### src/rtl/dht11_poll_ctrl.sv
// DHT11 measurement scheduler: manual/periodic requests, guard spacing, timeout and retry.
// Optional `DHT11_RANGE_CHK_EN` rejects out-of-range humidity/temperature readings as errors.
module dht11_poll_ctrl #(
  parameter int VALUE_SZ    = 16,
  parameter int PERIOD_CYC  = 100_000_000,
  parameter int GUARD_CYC   = 50_000_000,
  parameter int TIMEOUT_CYC = 2_500_000,
  parameter int MAX_RETRY   = 3
) (
  input  logic                CLK,
  input  logic                RST_n,
  input  logic                I_START,
  input  logic                I_AUTO,
  output logic                O_DRV_EN,
  input  logic                I_DRV_BUSY,
  input  logic                I_DRV_ERR,
  input  logic [VALUE_SZ-1:0] I_DRV_VALUE,
  output logic [VALUE_SZ-1:0] O_VALUE,
  output logic                O_VALID,
  output logic                O_UPDATE,
  output logic                O_FAIL,
  output logic [7:0]          O_ERR_CNT,
  output logic                O_BUSY
);

  localparam int PW = (PERIOD_CYC > 1) ? $clog2(PERIOD_CYC) : 1;
  localparam int GW = $clog2(GUARD_CYC + 1);
  localparam int TW = (TIMEOUT_CYC > 1) ? $clog2(TIMEOUT_CYC) : 1;
  localparam int RW = $clog2(MAX_RETRY + 1);

  localparam logic [PW-1:0] PER_LAST = PW'(PERIOD_CYC - 1);
  localparam logic [PW-1:0] P_ONE    = PW'(1);
  localparam logic [GW-1:0] GUARD_LD = GW'(GUARD_CYC);
  localparam logic [GW-1:0] G_ONE    = GW'(1);
  localparam logic [TW-1:0] TO_LAST  = TW'(TIMEOUT_CYC - 1);
  localparam logic [TW-1:0] T_ONE    = TW'(1);
  localparam logic [RW-1:0] R_ONE    = RW'(1);

  typedef enum logic [2:0] {
    IDLE      = 3'd0,
    START     = 3'd1,
    WAIT_ACK  = 3'd2,
    WAIT_DONE = 3'd3,
    EVAL      = 3'd4,
    RETRY     = 3'd5
  } state_t;

  state_t                state_r;
  logic                  start_d_r;
  logic                  busy_d_r;
  logic [PW-1:0]         per_r;
  logic [GW-1:0]         guard_r;
  logic [TW-1:0]         to_r;
  logic [RW-1:0]         retry_r;
  logic                  pending_r;
  logic                  cap_err_r;
  logic [VALUE_SZ-1:0]   cap_val_r;
  logic                  req_s;
  logic                  eval_err_s;

`ifdef DHT11_RANGE_CHK_EN
  function automatic logic range_bad(input logic [VALUE_SZ-1:0] v);
    return (v[15:8] > 8'd100) || (v[7:0] > 8'd60);
  endfunction
`endif

  // Request sources: I_START rising edge or an auto-mode period tick.
  always_comb begin
    req_s = (I_START && !start_d_r) || (I_AUTO && (per_r == PER_LAST));
  end

  // Verdict for EVAL; a timeout is folded into cap_err_r.
  always_comb begin
`ifdef DHT11_RANGE_CHK_EN
    eval_err_s = cap_err_r || range_bad(cap_val_r);
`else
    eval_err_s = cap_err_r;
`endif
  end

  // Input edge history and the auto-mode period counter.
  always_ff @(posedge CLK or negedge RST_n) begin
    if (!RST_n) begin
      start_d_r <= 1'b0;
      busy_d_r  <= 1'b0;
      per_r     <= '0;
    end else begin
      start_d_r <= I_START;
      busy_d_r  <= I_DRV_BUSY;
      if (!I_AUTO || (per_r == PER_LAST)) begin
        per_r <= '0;
      end else begin
        per_r <= per_r + P_ONE;
      end
    end
  end

  // Transaction FSM with pending flag, guard/timeout counters and registered outputs.
  always_ff @(posedge CLK or negedge RST_n) begin
    if (!RST_n) begin
      state_r   <= IDLE;
      guard_r   <= '0;
      to_r      <= '0;
      retry_r   <= '0;
      pending_r <= 1'b0;
      cap_err_r <= 1'b0;
      cap_val_r <= '0;
      O_DRV_EN  <= 1'b0;
      O_VALUE   <= '0;
      O_VALID   <= 1'b0;
      O_UPDATE  <= 1'b0;
      O_FAIL    <= 1'b0;
      O_ERR_CNT <= 8'd0;
      O_BUSY    <= 1'b0;
    end else begin
      O_DRV_EN <= 1'b0;
      O_UPDATE <= 1'b0;
      if (guard_r != '0) guard_r <= guard_r - G_ONE;
      case (state_r)
        IDLE: begin
          if (pending_r && (guard_r == '0)) begin
            state_r   <= START;
            O_DRV_EN  <= 1'b1;
            O_BUSY    <= 1'b1;
            pending_r <= 1'b0;
          end
        end
        START: begin
          to_r    <= '0;
          state_r <= WAIT_ACK;
        end
        WAIT_ACK: begin
          if (I_DRV_BUSY) begin
            to_r    <= '0;
            state_r <= WAIT_DONE;
          end else if (to_r == TO_LAST) begin
            cap_err_r <= 1'b1;
            state_r   <= EVAL;
          end else begin
            to_r <= to_r + T_ONE;
          end
        end
        WAIT_DONE: begin
          if (busy_d_r && !I_DRV_BUSY) begin
            cap_err_r <= I_DRV_ERR;
            cap_val_r <= I_DRV_VALUE;
            state_r   <= EVAL;
          end else if (to_r == TO_LAST) begin
            cap_err_r <= 1'b1;
            state_r   <= EVAL;
          end else begin
            to_r <= to_r + T_ONE;
          end
        end
        EVAL: begin
          guard_r <= GUARD_LD;
          if (!eval_err_s) begin
            O_VALUE  <= cap_val_r;
            O_UPDATE <= 1'b1;
            O_VALID  <= 1'b1;
            O_FAIL   <= 1'b0;
            retry_r  <= '0;
            O_BUSY   <= 1'b0;
            state_r  <= IDLE;
          end else begin
            if (O_ERR_CNT != 8'hFF) O_ERR_CNT <= O_ERR_CNT + 8'd1;
            if ((int'(retry_r) + 1) < MAX_RETRY) begin
              retry_r <= retry_r + R_ONE;
              state_r <= RETRY;
            end else begin
              O_FAIL  <= 1'b1;
              retry_r <= '0;
              O_BUSY  <= 1'b0;
              state_r <= IDLE;
            end
          end
        end
        RETRY: begin
          if (guard_r == '0) begin
            state_r  <= START;
            O_DRV_EN <= 1'b1;
          end
        end
        default: begin
          state_r <= IDLE;
          O_BUSY  <= 1'b0;
        end
      endcase
      // A new request in the START-entry cycle is a distinct request and survives the clear.
      if (req_s) pending_r <= 1'b1;
    end
  end

endmodule

### config.mk
export PLATFORM = sky130hd
export DESIGN_NAME = dht11_poll_ctrl
export DESIGN_NICKNAME = d
export VERILOG_FILES = /design/src/rtl/dht11_poll_ctrl.sv
export SDC_FILE = /design/constraint.sdc
export NUM_CORES = 1
export LEC_CHECK = 0
export ABC_CLOCK_PERIOD_IN_PS = 4800
export BUFFER_PORTS_ARGS = -buffer_cell sky130_fd_sc_hd__buf_2
export CORE_UTILIZATION = 36
export CTS_BUF_LIST = sky130_fd_sc_hd__clkbuf_8
export DETAILED_ROUTE_END_ITERATION = 6
export PLACE_DENSITY = 0.57
export SYNTH_ARGS = -nofsm -noshare
export SYNTH_HDL_FRONTEND = slang
export SYNTH_SLANG_ARGS = --single-unit
### constraint.sdc
create_clock -name CLK -period 4.8 [get_ports CLK]
set_clock_uncertainty 0.05 [all_clocks]
set_input_delay 0.48 -clock CLK [delete_from_list [all_inputs] [get_ports CLK]]
set_output_delay 0.48 -clock CLK [all_outputs]
set_load 0.01 [all_outputs]
== After elaboration in Yosys (flattened, before gate mapping) ==
Cells that the tools add are included.

* Add/sub/neg operators: 6
* Magnitude comparators: 1
* Eq/ne operators: 14
* Mux-type cells: 35
* Bitwise logic cells: 2
* Reduce and logical (&&, ||, !) cells: 27

{| class="wikitable"
|+ Operators by type and width
! kind !! number
|-
| 22-bit 2-to-1 mux || 3
|-
| 22-bit case mux with 3 select lines || 1
|-
| 26-bit 2-to-1 mux || 2
|-
| 27-bit by 1-bit adder with 27-bit output, second input constant || 1
|-
| 27-bit equality test, second input constant || 1
|-
| 27-bit 2-to-1 mux || 1
|-
| 26-bit zero test || 1
|-
| 26-bit nonzero test || 1
|-
| 26-bit by 1-bit subtractor with 26-bit output, second input constant || 1
|-
| 22-bit by 1-bit adder with 22-bit output, second input constant || 1
|-
| 22-bit equality test, second input constant || 1
|-
| 3-bit 2-to-1 mux || 7
|-
| 3-bit case mux with 6 select lines || 1
|-
| 1-bit 2-to-1 mux || 15
|-
| 2-bit AND reduction || 7
|-
| 2-bit != test, second input constant || 5
|-
| 8-bit by 1-bit adder with 8-bit output, second input constant || 1
|-
| 8-bit != test, second input constant || 1
|-
| 2-bit nonzero test || 4
|-
| 3-bit by 2-bit equality test with 1-bit output, second input constant || 2
|-
| 3-bit equality test, second input constant || 2
|-
| 3-bit AND reduction || 2
|-
| 1-bit logical AND || 4
|-
| 2-bit 2-to-1 mux || 2
|-
| other kinds (13) || 18
|}

* Bits in registers: 129
* Logic and storage cells: 102

== Longest topological paths before layout ==
* Word-level depth: 5
* Gate-level depth with buffers: 9
* Gate-level depth less buffers: 7

== Worst setup path after synthesis ==
No wires, ideal clock.

* Path kind: register to register
* From: register guard_r[20]
* To: register guard_r[0]
* Setup time: 0.134 ns
* Arrival: 1.904 ns
* Slack: 2.712 ns
* Stages on the path, launching flop included: 8
* Path buffers: 2
* Cell sequence: dfrtp_1 -> or4_4 -> nor3b_4 -> and3_4 -> buf_8 -> buf_12 -> xnor2_1 -> nor2_2

* Longest elaborated chain between the ends: 2

{| class="wikitable"
|+ RTL lines
! item !! line !! text
|-
| from (decl) || 52 || <nowiki>logic [GW-1:0] guard_r;</nowiki>
|-
| from (signal assigned) || 118 || <nowiki>if (guard_r != '0) guard_r <= guard_r - G_ONE;</nowiki>
|-
| 26-bit nonzero test || 118 ||
|-
| 2-bit nonzero test (no line) || - ||
|}

No other way between the ends.
A chain may end at the register's enable or synchronous reset.

== Worst setup path after layout ==
* From: register guard_r[14]
* To: register guard_r[15]

* Longest elaborated chain between the ends: 3
* Elaborated cells on any way between the ends: 5
* Those cells by class: add/sub: 1; mux: 2; reduce/logical: 2

{| class="wikitable"
|+ RTL lines
! item !! line !! text
|-
| 26-bit by 1-bit subtractor with 26-bit output || 118 ||
|-
| 26-bit 2-to-1 mux || 118 ||
|-
| 26-bit 2-to-1 mux || 119 || <nowiki>case (state_r)</nowiki>
|}

Parallel ways exist; a longest one is shown, timed or not. The select of a mux whose other input is x is not followed.

==> results.rst <==
.. list-table::
   :header-rows: 1

   * - Metric
     - Value
   * - Worst-case vdd ir drop
     - 0.239 mV
   * - Placed cell count
     - 872
   * - Gp weighted congestion
     - 0.808
   * - Async set-reset flop share out of synthesis
     - 100%
   * - Signed area change from the synthesized netlist to the final layout
     - 13.3%
   * - Post-synthesis instance area
     - 6310 µm²
   * - Area of the core
     - 17200 µm²
   * - CTS sink count
     - 129
   * - Highest clock rate
     - 374 MHz
   * - First drt pass iteration count
     - 5
   * - Via density
     - 5.36
   * - Grt total ovfl
     - 0
   * - Slowest cell delay on critical path
     - 580 ps
   * - Nets in the synthesized netlist
     - 642
   * - Share of final-layout standard cells stronger than drive strength 1
     - 21.4%
   * - Kind of cell adding the most delay to the critical path
     - simple AND/OR/NAND/NOR gates
   * - Worst hold slack
     - 17.0 ps
   * - Crit Path Category
     - flip-flop to flip-flop
   * - Min Clock Period, post-route
     - 2670 ps
   * - Floorplan die area
     - 18100 µm²
   * - Final layout net count
     - 692
   * - Largest net degree at the start of global routing
     - 55
   * - Library cell with the highest instance count after synthesis
     - sky130_fd_sc_hd__dfrtp_1
   * - Share of the synthesized area in the top cell type
     - 51.2%
   * - Count of distinct cell types in the synthesized netlist
     - 57
   * - Worst setup SP type
     - flip-flop
   * - Actual slew at the worst max-slew pin
     - 966 ps
   * - Boundary Pins
     - 51
   * - Period Utilization, post-route
     - 55.7%
   * - Mean Syn Cell Area
     - 10.2 µm²
   * - Required time of the critical path
     - 5040 ps
   * - Endpoint kind of the worst setup timing path
     - flip-flop
   * - Via count of the first global-routing pass
     - 4716
   * - Number of antenna violations at the first check in global routing
     - 0
   * - Endpoints failing setup
     - 0
   * - Die W
     - 134 µm
   * - CTS tree
     - built
   * - Number of buffers added by the clock tree synthesis step
     - 17
   * - Clock root buffer master
     - sky130_fd_sc_hd__clkbuf_8
   * - FF+latch count, synth
     - 129
   * - Synthesized netlist cell count
     - 616
   * - Sequence of cells on the critical path
     - or4_1, nor2_1, nand4_1, a311oi_1, a41oi_1
   * - Number of setup buffers added after CTS
     - 0
   * - CTS Buffer Depth
     - 2
   * - Pins Over Slew Limit
     - 0
   * - Htree depth
     - 4
   * - Class of the worst hold path
     - input pin to async pin
   * - Data arrival time of the critical path
     - 2910 ps
   * - Port bufs
     - 50
   * - Placement row count
     - 48
   * - Slew Limit Headroom
     - 35.6%
   * - Post-detailed-route DRC marker count
     - 0
   * - Biggest fanout along the worst timing path
     - 12
   * - Count of hold-fix buffers inserted at cts
     - 0
   * - Count of flip-flops with a built-in enable after synthesis
     - 0
   * - Cell Count, Final, Fillers Out
     - 903
   * - Setup TNS
     - 0 ps
   * - Detailed-route wire length
     - 13500 µm
   * - Run status
     - complete, no violations
   * - Register area share after synthesis
     - 51.2%
   * - RSZ-0062 raised after global routing
     - false
   * - Largest area contributor in the synthesized netlist
     - sky130_fd_sc_hd__dfrtp_1
   * - Detailed placer's ending HPWL
     - 9020 µm
   * - Number of synthesis warnings
     - 0
   * - Starting Density
     - 36.7%
   * - Chip height
     - 134 µm
   * - Detail Route Antenna Nets
     - 0
   * - Max-cap violation count
     - 0
   * - Top area cells in the synthesized netlist
     - sky130_fd_sc_hd__dfrtp_1, sky130_fd_sc_hd__mux2_2, sky130_fd_sc_hd__xnor2_1, sky130_fd_sc_hd__nor2_1, sky130_fd_sc_hd__nand3_1
   * - Cell type of the slowest stage on the worst timing path
     - sky130_fd_sc_hd__or4_1
   * - Wire length of the first global-routing pass
     - 22900 µm
   * - Clock latency of the later-clocked register in the worst-skew pair
     - 440 ps
   * - Number of buffers and inverters on the critical path
     - 0
   * - Overall power
     - 3.39 mW
   * - Hold Fails Final Rpt
     - 0
   * - Clock-pin slew on the worst setup and hold paths
     - 80 ps
   * - Routed len/inst
     - 15.0 µm
   * - Predominant post-synthesis flop cell
     - sky130_fd_sc_hd__dfrtp_1
   * - Total routing usage reported by global routing
     - 15.7%
   * - Diodes inserted
     - 0
   * - Leakage power
     - 3.12 nW
   * - Power Dens Cells
     - 475 nW/µm²
   * - Number of gates resized after cts
     - 0
   * - Top cells by count, synth
     - sky130_fd_sc_hd__dfrtp_1, sky130_fd_sc_hd__nor2_1, sky130_fd_sc_hd__nand2_1, sky130_fd_sc_hd__nand3_1, sky130_fd_sc_hd__mux2_2
   * - Via count
     - 4843
   * - Detailed router's first-iteration violation count
     - 307
==> routing by layer <==
metal	GRT usage (%)	wire, µm	vias to the layer above
li1	-	-	2320
met3	3.78	587	15
met4	5.99	207	0
met2	25.7	6500	127
met1	20.2	6240	2381
met5	0	0	-
==> cell usage in the layout, fill, tap and decap left out, types with 3 or more instances in the layout <==
master / synthesis / layout
sky130_fd_sc_hd__a21oi_1: 19 / 19
sky130_fd_sc_hd__a21oi_2: 5 / 5
sky130_fd_sc_hd__a31oi_1: 8 / 8
sky130_fd_sc_hd__and2_1: 4 / 4
sky130_fd_sc_hd__and3_1: 8 / 8
sky130_fd_sc_hd__and4_1: 4 / 4
sky130_fd_sc_hd__buf_2: 8 / 49
sky130_fd_sc_hd__buf_4: 0 / 7
sky130_fd_sc_hd__clkbuf_8: 0 / 18
sky130_fd_sc_hd__clkinvlp_4: 0 / 4
sky130_fd_sc_hd__dfrtp_1: 129 / 129
sky130_fd_sc_hd__ha_1: 4 / 4
sky130_fd_sc_hd__inv_1: 14 / 15
sky130_fd_sc_hd__mux2_2: 34 / 34
sky130_fd_sc_hd__mux2i_1: 7 / 7
sky130_fd_sc_hd__nand2_1: 39 / 39
sky130_fd_sc_hd__nand2b_1: 6 / 6
sky130_fd_sc_hd__nand3_1: 39 / 39
sky130_fd_sc_hd__nand3b_1: 3 / 3
sky130_fd_sc_hd__nand4_1: 13 / 13
sky130_fd_sc_hd__nand4b_1: 3 / 3
sky130_fd_sc_hd__nor2_1: 64 / 64
sky130_fd_sc_hd__nor2b_1: 5 / 5
sky130_fd_sc_hd__nor3_1: 24 / 24
sky130_fd_sc_hd__nor4_1: 16 / 16
sky130_fd_sc_hd__nor4b_1: 5 / 5
sky130_fd_sc_hd__o21ai_0: 29 / 29
sky130_fd_sc_hd__o21ai_2: 4 / 4
sky130_fd_sc_hd__o31ai_1: 5 / 5
sky130_fd_sc_hd__o41ai_1: 4 / 4
sky130_fd_sc_hd__or2_2: 7 / 7
sky130_fd_sc_hd__or3_1: 11 / 11
sky130_fd_sc_hd__or4_1: 7 / 7
sky130_fd_sc_hd__xnor2_1: 28 / 28
sky130_fd_sc_hd__xor2_1: 13 / 13
==> flip-flops by register name (all words and copies together) (netlist names), 2 cells and up <==
register   cells
guard_r       26
per_r         27
O_ERR_CNT      8
O_VALUE       16
retry_r        2
to_r          22
cap_val_r     16
state_r        3
==> cell families (layout without fill, tap and decap cells) <==
logic type | count (synthesis) | after routing | synth area share [%]
adders and majority gates | 4 | 4 | 0.794
and+or+nand+nor | 270 | 270 | 22.8
muxes | 41 | 41 | 7.18
DFF | 129 | 129 | 51.2
AOI/OAI and AO/OA | 92 | 92 | 9.42
buffers and inverters | 39 | 101 | 2.92
xor gates and xnor gates | 41 | 41 | 5.69
==> path summary, 6_finish.rpt <==
kind	from	to	slack, ps	depth (start not counted)
worst max-delay path	guard_r[14]$_DFFE_PN0P_	guard_r[15]$_DFFE_PN0P_	2130	5
worst min-delay path	RST_n	guard_r[4]$_DFFE_PN0P_	20	1
worst max register to register	guard_r[14]$_DFFE_PN0P_	guard_r[15]$_DFFE_PN0P_	2130	5
worst min register to register	O_VALID$_DFFE_PN0P_	O_VALID$_DFFE_PN0P_	420	1
max in group asynchronous	RST_n	guard_r[12]$_DFFE_PN0P_	3570	2
min in group CLK	I_START	start_d_r$_DFF_PN0_	130	1
==> where the power goes <==
part	total [mW]	internal, mW	switching (mW)
Clock	0.924	0.472	0.452
Sequential	1.59	1.35	0.239
Combinational	0.880	0.411	0.468
Total	3.39	2.23	1.16
==> cell type report <==
type                    instances  area (µm²)
repair buffers                 56         298
inverters                      14        52.6
flip-flops and latches        129        3230
well taps                     225         282
fillers                      1685       10000
multi-input cells             448        2900
clock inverters                13         139
clock buffers                  18         248
==> worst reg2reg max path, delay by kind of cell, from the launching register on <==
kind,cells,cell delay [ps]
AND/OR/NAND/NOR,3,1610
AO/OA/AOI/OAI,2,470
flip-flops,1,400
==> stage by stage <==
step	instance area (µm²)	utilization, %	worst slack, ps
finish	7150	41.6	2130
global route	7150	41.6	1870
CTS	7150	41.6	2150
detailed placement	6760	39.4	2150
global placement	6760	39.4	2290
floorplan	6310	-	2710
Note: power is estimated with default switching activity, not from simulation.
